==> src/rtl/alu_issue_ctrl_pkg.sv <==
// Shared ALU definitions: opcodes, issue FSM states and the queued command record.
package alu_issue_ctrl_pkg;

  localparam logic [5:0] OP_ADD = 6'b000000;
  localparam logic [5:0] OP_SUB = 6'b000001;
  localparam logic [5:0] OP_AND = 6'b000010;
  localparam logic [5:0] OP_OR  = 6'b000011;
  localparam logic [5:0] OP_XOR = 6'b000100;
  localparam logic [5:0] OP_SHL = 6'b000101;
  localparam logic [5:0] OP_SHR = 6'b000110;
  localparam logic [5:0] OP_MUL = 6'b000111;
  localparam logic [5:0] OP_CMP = 6'b001000;
  localparam logic [5:0] ALU_OP_MAX = OP_CMP;

  typedef enum logic [1:0] {
    ST_IDLE  = 2'd0,
    ST_ISSUE = 2'd1,
    ST_WAIT  = 2'd2,
    ST_RESP  = 2'd3
  } state_t;

  typedef struct packed {
    logic [5:0] op;
    logic [7:0] a;
    logic [7:0] b;
  } cmd_t;

  localparam int CMD_W = $bits(cmd_t);

  function automatic logic op_legal(input logic [5:0] op);
    return op <= ALU_OP_MAX;
  endfunction

endpackage

==> src/rtl/alu_issue_ctrl_fifo.sv <==
// Synchronous command FIFO with async reset; push and pop may share a cycle.
module alu_issue_ctrl_fifo #(
  parameter int WIDTH = 22,
  parameter int DEPTH = 4
) (
  input  logic                       clk,
  input  logic                       reset,
  input  logic                       i_push,
  input  logic [WIDTH-1:0]           i_din,
  input  logic                       i_pop,
  output logic [WIDTH-1:0]           o_dout,
  output logic                       o_full,
  output logic                       o_empty,
  output logic [$clog2(DEPTH):0]     o_count
);
  localparam int AW = $clog2(DEPTH);

  logic [WIDTH-1:0] r_mem [DEPTH];
  logic [AW-1:0]    r_wr_ptr;
  logic [AW-1:0]    r_rd_ptr;
  logic [AW:0]      r_count;
  logic             w_push;
  logic             w_pop;

  assign o_full  = (r_count == (AW+1)'(DEPTH));
  assign o_empty = (r_count == '0);
  assign o_count = r_count;
  assign o_dout  = r_mem[r_rd_ptr];
  // Full blocks a push even when a pop happens in the same cycle.
  assign w_push  = i_push && !o_full;
  assign w_pop   = i_pop && !o_empty;

  always_ff @(posedge clk) begin
    if (w_push) r_mem[r_wr_ptr] <= i_din;
  end

  always_ff @(posedge clk or posedge reset) begin
    if (reset) begin
      r_wr_ptr <= '0;
      r_rd_ptr <= '0;
      r_count  <= '0;
    end else begin
      if (w_push) r_wr_ptr <= r_wr_ptr + AW'(1);
      if (w_pop)  r_rd_ptr <= r_rd_ptr + AW'(1);
      case ({w_push, w_pop})
        2'b10:   r_count <= r_count + (AW+1)'(1);
        2'b01:   r_count <= r_count - (AW+1)'(1);
        default: r_count <= r_count;
      endcase
    end
  end

endmodule

==> src/rtl/alu_issue_ctrl.sv <==
// ALU initiator: queues decoded commands, runs the start/done handshake with the
// ALU and returns one response per command, in order, over a valid/ready port.
//
// state    | meaning
// ST_IDLE  | waiting for a queued command; pops head when one is present
// ST_ISSUE | alu_start pulse with operands driven; timeout counter cleared
// ST_WAIT  | waiting for alu_done or the timeout
// ST_RESP  | response held on the port until accepted
module alu_issue_ctrl
  import alu_issue_ctrl_pkg::*;
#(
  parameter int FIFO_DEPTH = 4,
  parameter int TIMEOUT    = 15
) (
  input  logic        clk,
  input  logic        reset,
  input  logic        i_cmd_valid,
  output logic        o_cmd_ready,
  input  logic [5:0]  i_cmd_op,
  input  logic [7:0]  i_cmd_a,
  input  logic [7:0]  i_cmd_b,
  output logic [7:0]  o_alu_a,
  output logic [7:0]  o_alu_b,
  output logic [5:0]  o_alu_op,
  output logic        o_alu_start,
  input  logic [15:0] i_alu_result,
  input  logic        i_alu_done,
  output logic        o_rsp_valid,
  input  logic        i_rsp_ready,
  output logic [15:0] o_rsp_result,
  output logic [5:0]  o_rsp_op,
  output logic        o_rsp_err,
  output logic        o_busy
);
  localparam int CNT_W = $clog2(FIFO_DEPTH) + 1;
  localparam int TW    = $clog2(TIMEOUT + 1);

  state_t           r_state;
  state_t           w_state_nxt;
  cmd_t             r_alu_cmd;
  cmd_t             w_cmd_in;
  cmd_t             w_head;
  logic [CMD_W-1:0] w_head_raw;
  logic [TW-1:0]    r_tmo_cnt;
  logic [TW-1:0]    w_tmo_nxt;
  logic [15:0]      r_rsp_result;
  logic [5:0]       r_rsp_op;
  logic             r_rsp_err;
  logic             w_push;
  logic             w_pop;
  logic             w_full;
  logic             w_empty;
  logic [CNT_W-1:0] w_count;
  logic             w_tmo_hit;

  assign w_cmd_in = '{op: i_cmd_op, a: i_cmd_a, b: i_cmd_b};
  assign w_head   = cmd_t'(w_head_raw);
  assign w_push   = i_cmd_valid && o_cmd_ready;

  alu_issue_ctrl_fifo #(
    .WIDTH (CMD_W),
    .DEPTH (FIFO_DEPTH)
  ) u_fifo (
    .clk     (clk),
    .reset   (reset),
    .i_push  (w_push),
    .i_din   (w_cmd_in),
    .i_pop   (w_pop),
    .o_dout  (w_head_raw),
    .o_full  (w_full),
    .o_empty (w_empty),
    .o_count (w_count)
  );

  assign w_tmo_nxt = r_tmo_cnt + TW'(1);
  assign w_tmo_hit = (w_tmo_nxt == TW'(TIMEOUT));

  always_comb begin
    w_state_nxt = r_state;
    w_pop       = 1'b0;
    o_alu_start = 1'b0;
    case (r_state)
      ST_IDLE: begin
        if (!w_empty) begin
          w_pop       = 1'b1;
          w_state_nxt = op_legal(w_head.op) ? ST_ISSUE : ST_RESP;
        end
      end
      ST_ISSUE: begin
        o_alu_start = 1'b1;
        w_state_nxt = ST_WAIT;
      end
      ST_WAIT: begin
        if (i_alu_done || w_tmo_hit) w_state_nxt = ST_RESP;
      end
      ST_RESP: begin
        if (i_rsp_ready) w_state_nxt = ST_IDLE;
      end
      default: w_state_nxt = ST_IDLE;
    endcase
  end

  always_ff @(posedge clk or posedge reset) begin
    if (reset) r_state <= ST_IDLE;
    else       r_state <= w_state_nxt;
  end

  always_ff @(posedge clk or posedge reset) begin
    if (reset) begin
      r_alu_cmd    <= '0;
      r_tmo_cnt    <= '0;
      r_rsp_result <= '0;
      r_rsp_op     <= '0;
      r_rsp_err    <= 1'b0;
    end else begin
      case (r_state)
        ST_IDLE: begin
          if (!w_empty) begin
            r_rsp_op <= w_head.op;
            // Illegal opcodes never reach the ALU, so the operand bus keeps its last value.
            if (op_legal(w_head.op)) begin
              r_alu_cmd <= w_head;
            end else begin
              r_rsp_result <= '0;
              r_rsp_err    <= 1'b1;
            end
          end
        end
        ST_ISSUE: r_tmo_cnt <= '0;
        ST_WAIT: begin
          if (i_alu_done) begin
            r_rsp_result <= i_alu_result;
            r_rsp_err    <= 1'b0;
          end else begin
            r_tmo_cnt <= w_tmo_nxt;
            if (w_tmo_hit) begin
              r_rsp_result <= '0;
              r_rsp_err    <= 1'b1;
            end
          end
        end
        default: ;
      endcase
    end
  end

  assign o_cmd_ready  = !w_full && !reset;
  assign o_alu_a      = r_alu_cmd.a;
  assign o_alu_b      = r_alu_cmd.b;
  assign o_alu_op     = r_alu_cmd.op;
  assign o_rsp_valid  = (r_state == ST_RESP);
  assign o_rsp_result = r_rsp_result;
  assign o_rsp_op     = r_rsp_op;
  assign o_rsp_err    = r_rsp_err;
  assign o_busy       = (r_state != ST_IDLE) || (w_count != '0);

endmodule

==> config.mk <==
export PLATFORM = sky130hd
export DESIGN_NAME = alu_issue_ctrl
export DESIGN_NICKNAME = d
export VERILOG_FILES = /design/src/rtl/alu_issue_ctrl_pkg.sv /design/src/rtl/alu_issue_ctrl_fifo.sv /design/src/rtl/alu_issue_ctrl.sv
export SDC_FILE = /design/constraint.sdc
export NUM_CORES = 1
export LEC_CHECK = 0
export BUFFER_PORTS_ARGS = -buffer_cell sky130_fd_sc_hd__buf_2
export CAP_MARGIN = 0
export CORE_UTILIZATION = 56
export DETAILED_ROUTE_END_ITERATION = 12
export HOLD_SLACK_MARGIN = 0.03
export PLACE_DENSITY = 0.77
export SYNTH_ARGS = -nofsm -noshare
export SYNTH_HDL_FRONTEND = slang
export SYNTH_HIERARCHICAL = 1
export SYNTH_SLANG_ARGS = --single-unit
==> constraint.sdc <==
create_clock -name clk -period 4.5 [get_ports clk]
set_input_delay 0.9 -clock clk [delete_from_list [all_inputs] [get_ports clk]]
set_output_delay 0.9 -clock clk [all_outputs]
set_load 0.01 [all_outputs]
# After elaboration in Yosys (flattened, before gate mapping)
# Memories as Yosys holds them, arrays and structs flattened.
# Index checks and enable logic that the tools add are counted.
[word_totals]
register_bits = 58
latchBits = 0
ramBits = 88
rom_bits = 0
in_bits = 43
out_inout_bits = 49
elab_cells = 76
n_memories = 1
[op_classes]
n_addsub = 5
mul = 0
div_mod_pow = 0
n_lt_le_gt_ge = 1
n_eq_ne = 13
n_shift = 0
muxes = 23
bitwise = 1
reduce_logical = 21
[memory_table]
columns = ["memory", "words", "word_bits", "rd", "rd_ports_with_merged_regs", "write_ports", "line", "rtl"]
rows = [
  ["u_fifo.r_mem", 4, 22, 1, 0, 1, "alu_issue_ctrl_fifo.sv:18", "logic [WIDTH-1:0] r_mem [DEPTH];"],
]
[ops]
columns = ["op", "count"]
rows = [
  ["$mux 16", 4],
  ["$pmux 16 s2", 1],
  ["$mux 1", 9],
  ["$mux 2", 4],
  ["$ne 2x2->1 const B", 4],
  ["$pmux 2 s4", 1],
  ["$pmux 4 s2", 1],
  ["$reduce_bool 2->1", 4],
  ["$eq 2x2->1 const B", 3],
  ["$le 6x4->1 const B", 1],
  ["$pmux 3 s2", 1],
  ["$reduce_and 3->1", 2],
  ["$add 2x1->2 const B", 2],
  ["$add 4x1->4 const B", 1],
  ["$eq 2x1->1 const B", 2],
  ["$eq 4x4->1 const B", 1],
  ["$logic_and 1x1->1", 4],
  ["$mux 4", 1],
  ["$reduce_and 2->1", 2],
  ["$reduce_and 4->1", 1],
  ["$add 3x1->3 const B", 1],
  ["$eq 3x3->1 const B", 1],
  ["$logic_not 1->1", 3],
  ["$logic_not 3->1", 1],
  ["8 further kinds", 9],
]

# Longest topological paths before layout
[depth]
word_depth = 7
depth_mapped = 12
ltp_nobuf = 11

# Hierarchy
# Netlist, hierarchy kept.
[modules_own_cells]
columns = ["module", "instances", "cells_each", "area_each_um2", "seq_area_each_um2"]
rows = [
  ["alu_issue_ctrl_fifo", 1, 153, 3643.5, 2817.7],
  ["alu_issue_ctrl", 1, 233, 2491.1, 1276.2],
]

# Worst setup path before layout
# No wires, ideal clock.
[synth_path]
path_type = "input-to-reg"
start = "input port reset"
end = "memory u_fifo.r_mem[0][0], enable pin"
setup_time_ps = 381
t_arrival_ps = 2108
required_ps = 4119
setup_slack_ps = 2012
cell_stages = 4
n_path_buf = 0
cell_sequence = "nor2_1 -> and2_1 -> nor2b_2 -> and2_1"
[synth_via]
elab_chain_cells = 6
[synth_rtl]
columns = ["element", "line", "rtl"]
rows = [
  ["from (decl)", "alu_issue_ctrl.sv:16", "input logic reset,"],
  ["$logic_not 1->1 (no line)", "-", ""],
  ["$logic_and 1x1->1", "alu_issue_ctrl.sv:147", "assign o_cmd_ready = !w_full && !reset;"],
  ["$logic_and 1x1->1", "alu_issue_ctrl.sv:58", "assign w_push = i_cmd_valid && o_cmd_ready;"],
  ["named net w_push", "alu_issue_ctrl.sv:49", "logic w_push;"],
  ["$logic_and 1x1->1", "alu_issue_ctrl_fifo.sv:30", "assign w_push = i_push && !o_full;"],
  ["$mux 1", "alu_issue_ctrl_fifo.sv:34", "if (w_push) r_mem[r_wr_ptr] <= i_din;"],
  ["$mux 1 (implied by the code)", "alu_issue_ctrl_fifo.sv:34", ""],
  ["to (decl)", "alu_issue_ctrl_fifo.sv:18", ""],
]
# The timed path passes the listed nets, and every way through them passes these cells.

==> key figures <==
Clocking
  • Hold-fix buffers, CTS: 0
  • Clk slew on worst S/H paths: 0.06 ns
  • CTS Root Cell: clkbuf_8
  • Max Buffers Root-to-Sink: 2
  • CTS buffer count: 17
  • Htree depth: 4
  • Clock latency on the worst-skew pair: 0.52 ns
  • Resize count post-CTS: 0
  • Post-CTS setup buffer count: 0
  • Clock sink total: 146
  • CTS tree: done

Floorplanning
  • Die Area: 11400 um^2
  • Total core area: 10500 um^2
  • Ports: 92
  • Row count: 37
  • Die width: 107 um
  • Starting Density: 58.6%
  • Die Span Y: 107 um

Logic synthesis
  • Ys flop type: edfxtp_1
  • Post-synthesis register bit count: 146
  • Seq/Total Area, Yosys: 66.7%
  • EDFF count, synth: 88
  • Cell Area, Synth: 6130 um^2
  • Mean post-synth cell area: 15.9 um^2
  • Synth async-reset ratio: 39.7%
  • Cell variety after synth: 50
  • Syn Nets: 442
  • Ys Warns: 6
  • Cells after synthesis: 386

Layout
  • Final cell count without fillers: 635
  • Fill cell count: 718
  • Share of layout cells above drive strength 1: 35.9%
  • Final Util: 69.4%
  • # nets final: 542
  • ANT cells: 0
  • Area growth syn-to-layout: 18.3%

Power and ir drop
  • Pwr Density: 655 nW/um^2
  • Share of power burned in registers: 41.6%
  • P_sw: 1540 uW
  • Sw frac: 32.5%
  • Worst vdd ir: 0.000373 V
  • Lkg Pwr: 0.00300 uW
  • PnR Total Power: 4760 uW
  • Clock power frac: 28.4%
  • Gate power share: 30.0%
  • Internal power: 3210 uW

Worst setup path
  • Critical path's top delay family: simple AND/OR/NAND/NOR gates
  • Setup slack, reg-to-reg: 1.35 ns
  • Crit-path max FO: 18
  • Crit start category: flop
  • Worst setup EP type: flop
  • Bufs and invs on worst path: 0
  • CP cell instances: mux4_1 > nor3_1 > o221a_2 > nand2b_1 > o221ai_1
  • CP required: 4.85 ns
  • Crit path DAT: 3.50 ns
  • CP max-delay cell: dfrtp_1
  • CP Class: reg -> reg
  • Crit path largest cell delay: 0.77 ns

STA
  • Setup violators final: 0
  • Crit share post-route: 69.9%
  • Peak Freq: 318 MHz
  • Final Hold Viols: 0
  • Slew @ Worst Pin: 0.860 ns
  • TNS Setup: 0 ns
  • RSZ-0062 raised after global routing: no
  • Clock skew: 0.00394 ns
  • Pins Over Slew Limit: 0
  • Crit path time final: 3.15 ns
  • Rel. slew slack: 42.5%

Global routing
  • Largest net degree at the start of global routing: 31
  • Vias in the first global route: 3784
  • Global route total overflow: 0
  • Initial antenna violation count: 0
  • Total track usage: 22.1%
  • Global-route wire length before repair: 18700 um

Place
  • GPL Wtd Cong: 0.796
  • Post-DP HPWL: 7310 um
  • IO Port Bufs: 91
  • Placed instance count: 603

Drt
  • Drt via density: 5.67
  • Post-route DRC: 0
  • Post-Route WL: 11700 um
  • DR iter-0 viols: 262
  • Drt first pass iters: 5
  • DR WL/cell: 18.5 um
  • Via count: 3601
  • Post-DRT Antenna Nets: 0

Run status
  • Status: completed

Worst hold path
  • Hold WC Path Type: in -> async

Run
  • Maxcap violations: 0
-- cells by family (layout without fill, tap and decap cells) --
family,after synthesis,in the layout,synth area share [%]
xor+xnor,7,7,0.999
flops,146,146,66.7
mux,44,44,12.4
compound gates,50,50,5.98
buf+inv,48,161,3.96
simple gates,78,78,7.16
fa+ha+maj,13,13,2.77
-- worst paths after layout --
path	startpoint	cells after the start	endpoint
hold reg to reg	o_alu_op[5]	1	o_alu_op[5]
setup / recovery	u_fifo/r_rd_ptr[0]	5	o_rsp_result[0]
min in group clk	o_alu_op[5]	1	o_alu_op[5]
hold / removal	reset	2	u_fifo/r_wr_ptr[1]
setup reg to reg	u_fifo/r_rd_ptr[0]	5	o_rsp_result[0]
max in group asynchronous	reset	3	o_alu_b[7]
-- registers in the layout, summed over array words and instances, names as in the netlist, 3 cells and up --
name	cells
o_alu_a	8
o_alu_b	8
o_alu_op	6
o_rsp_op	6
o_rsp_result	16
r_tmo_cnt	4
u_fifo/o_count	3
u_fifo/r_mem	88
-- stage by stage --
step                cell area (um^2)  hold slack [ns]  worst slack [ns]
floorplan                       6130            0.470              2.01
global placement                6690            0.465              1.41
detailed placement              6690            0.473              1.37
CTS                             7260            0.339              1.32
global route                    7260            0.357              1.12
finish                          7260            0.338              1.35
-- power groups by stage --
stage / Sequential [uW] / Combinational (uW) / Clock, uW
6_report: 1980 / 1430 / 1350
5_1_grt: 2020 / 1570 / 1420
4_1_cts: 1980 / 1440 / 1370
3_5_place_dp: 2000 / 1430 / 0
3_3_place_gp: 1990 / 1370 / 0
2_1_floorplan: 1990 / 1020 / 0
-- layout make-up --
cell class	count	area [um^2]	share of cell area, %
clock buffers	17	414	5.71
clock inverters	15	158	2.17
inverters	31	116	1.60
multi-input cells	192	1800	24.8
flip-flops and latches	146	4090	56.4
well taps	136	170	2.34
repair buffers	98	508	7.00
-- worst register-to-register path, stage by stage (launching register included) --
cell and delay [ns]:
dfrtp_1 0.77, mux4_1 0.69, nor3_1 0.27, o221a_2 0.43, nand2b_1 0.59, o221ai_1 0.25
-- cell usage in the layout, fill, tap and decap left out, drive strengths merged, types with 2 or more instances in the layout --
cell,n
xor2,3
nand2,28
nor2b,3
bufinv,2
nor3,2
buf,98
nand2b,6
inv,35
dfrtp,58
ha,12
o221ai,17
o21ai,21
mux4,22
edfxtp,88
clkinvlp,4
nor3b,2
xnor2,4
mux2,21
clkinv,5
clkbuf,17
nor2,9
a21oi,2
nand3b,14
and2,8
-- layer usage --
metal,wire length [um],track usage (%),up-vias
met5,0,0,-
met4,209,10.7,0
met3,841,4.62,18
met2,6010,37.6,154
met1,4680,27.1,1791
li1,-,-,1638
-- synth_stat cells, types with 2 or more instances --
cell       n  area, um^2
and2_1     8        50.1
ha_1      12         150
dfrtp_1   58        1450
nor3_1     2        10.0
buf_2      3        15.0
edfxtp_1  88        2640
nand2b_1   6        37.5
nand3b_1  13        97.6
mux4_1     4         105
a21oi_1    2        10.0
nor2_1     9        33.8
nand2_1   28         105
mux2_2    19         214
mux4_2    18         405
clkbuf_1   7        26.3
buf_6      2        22.5
o221ai_1  17         149
buf_4      3        22.5
xor2_1     3        26.3
inv_1     30         113
nor2b_1    2        12.5
xnor2_1    4        35.0
o21ai_0   20         100
buf_12     2        40.0
Note: power is estimated with default switching activity, not from simulation.
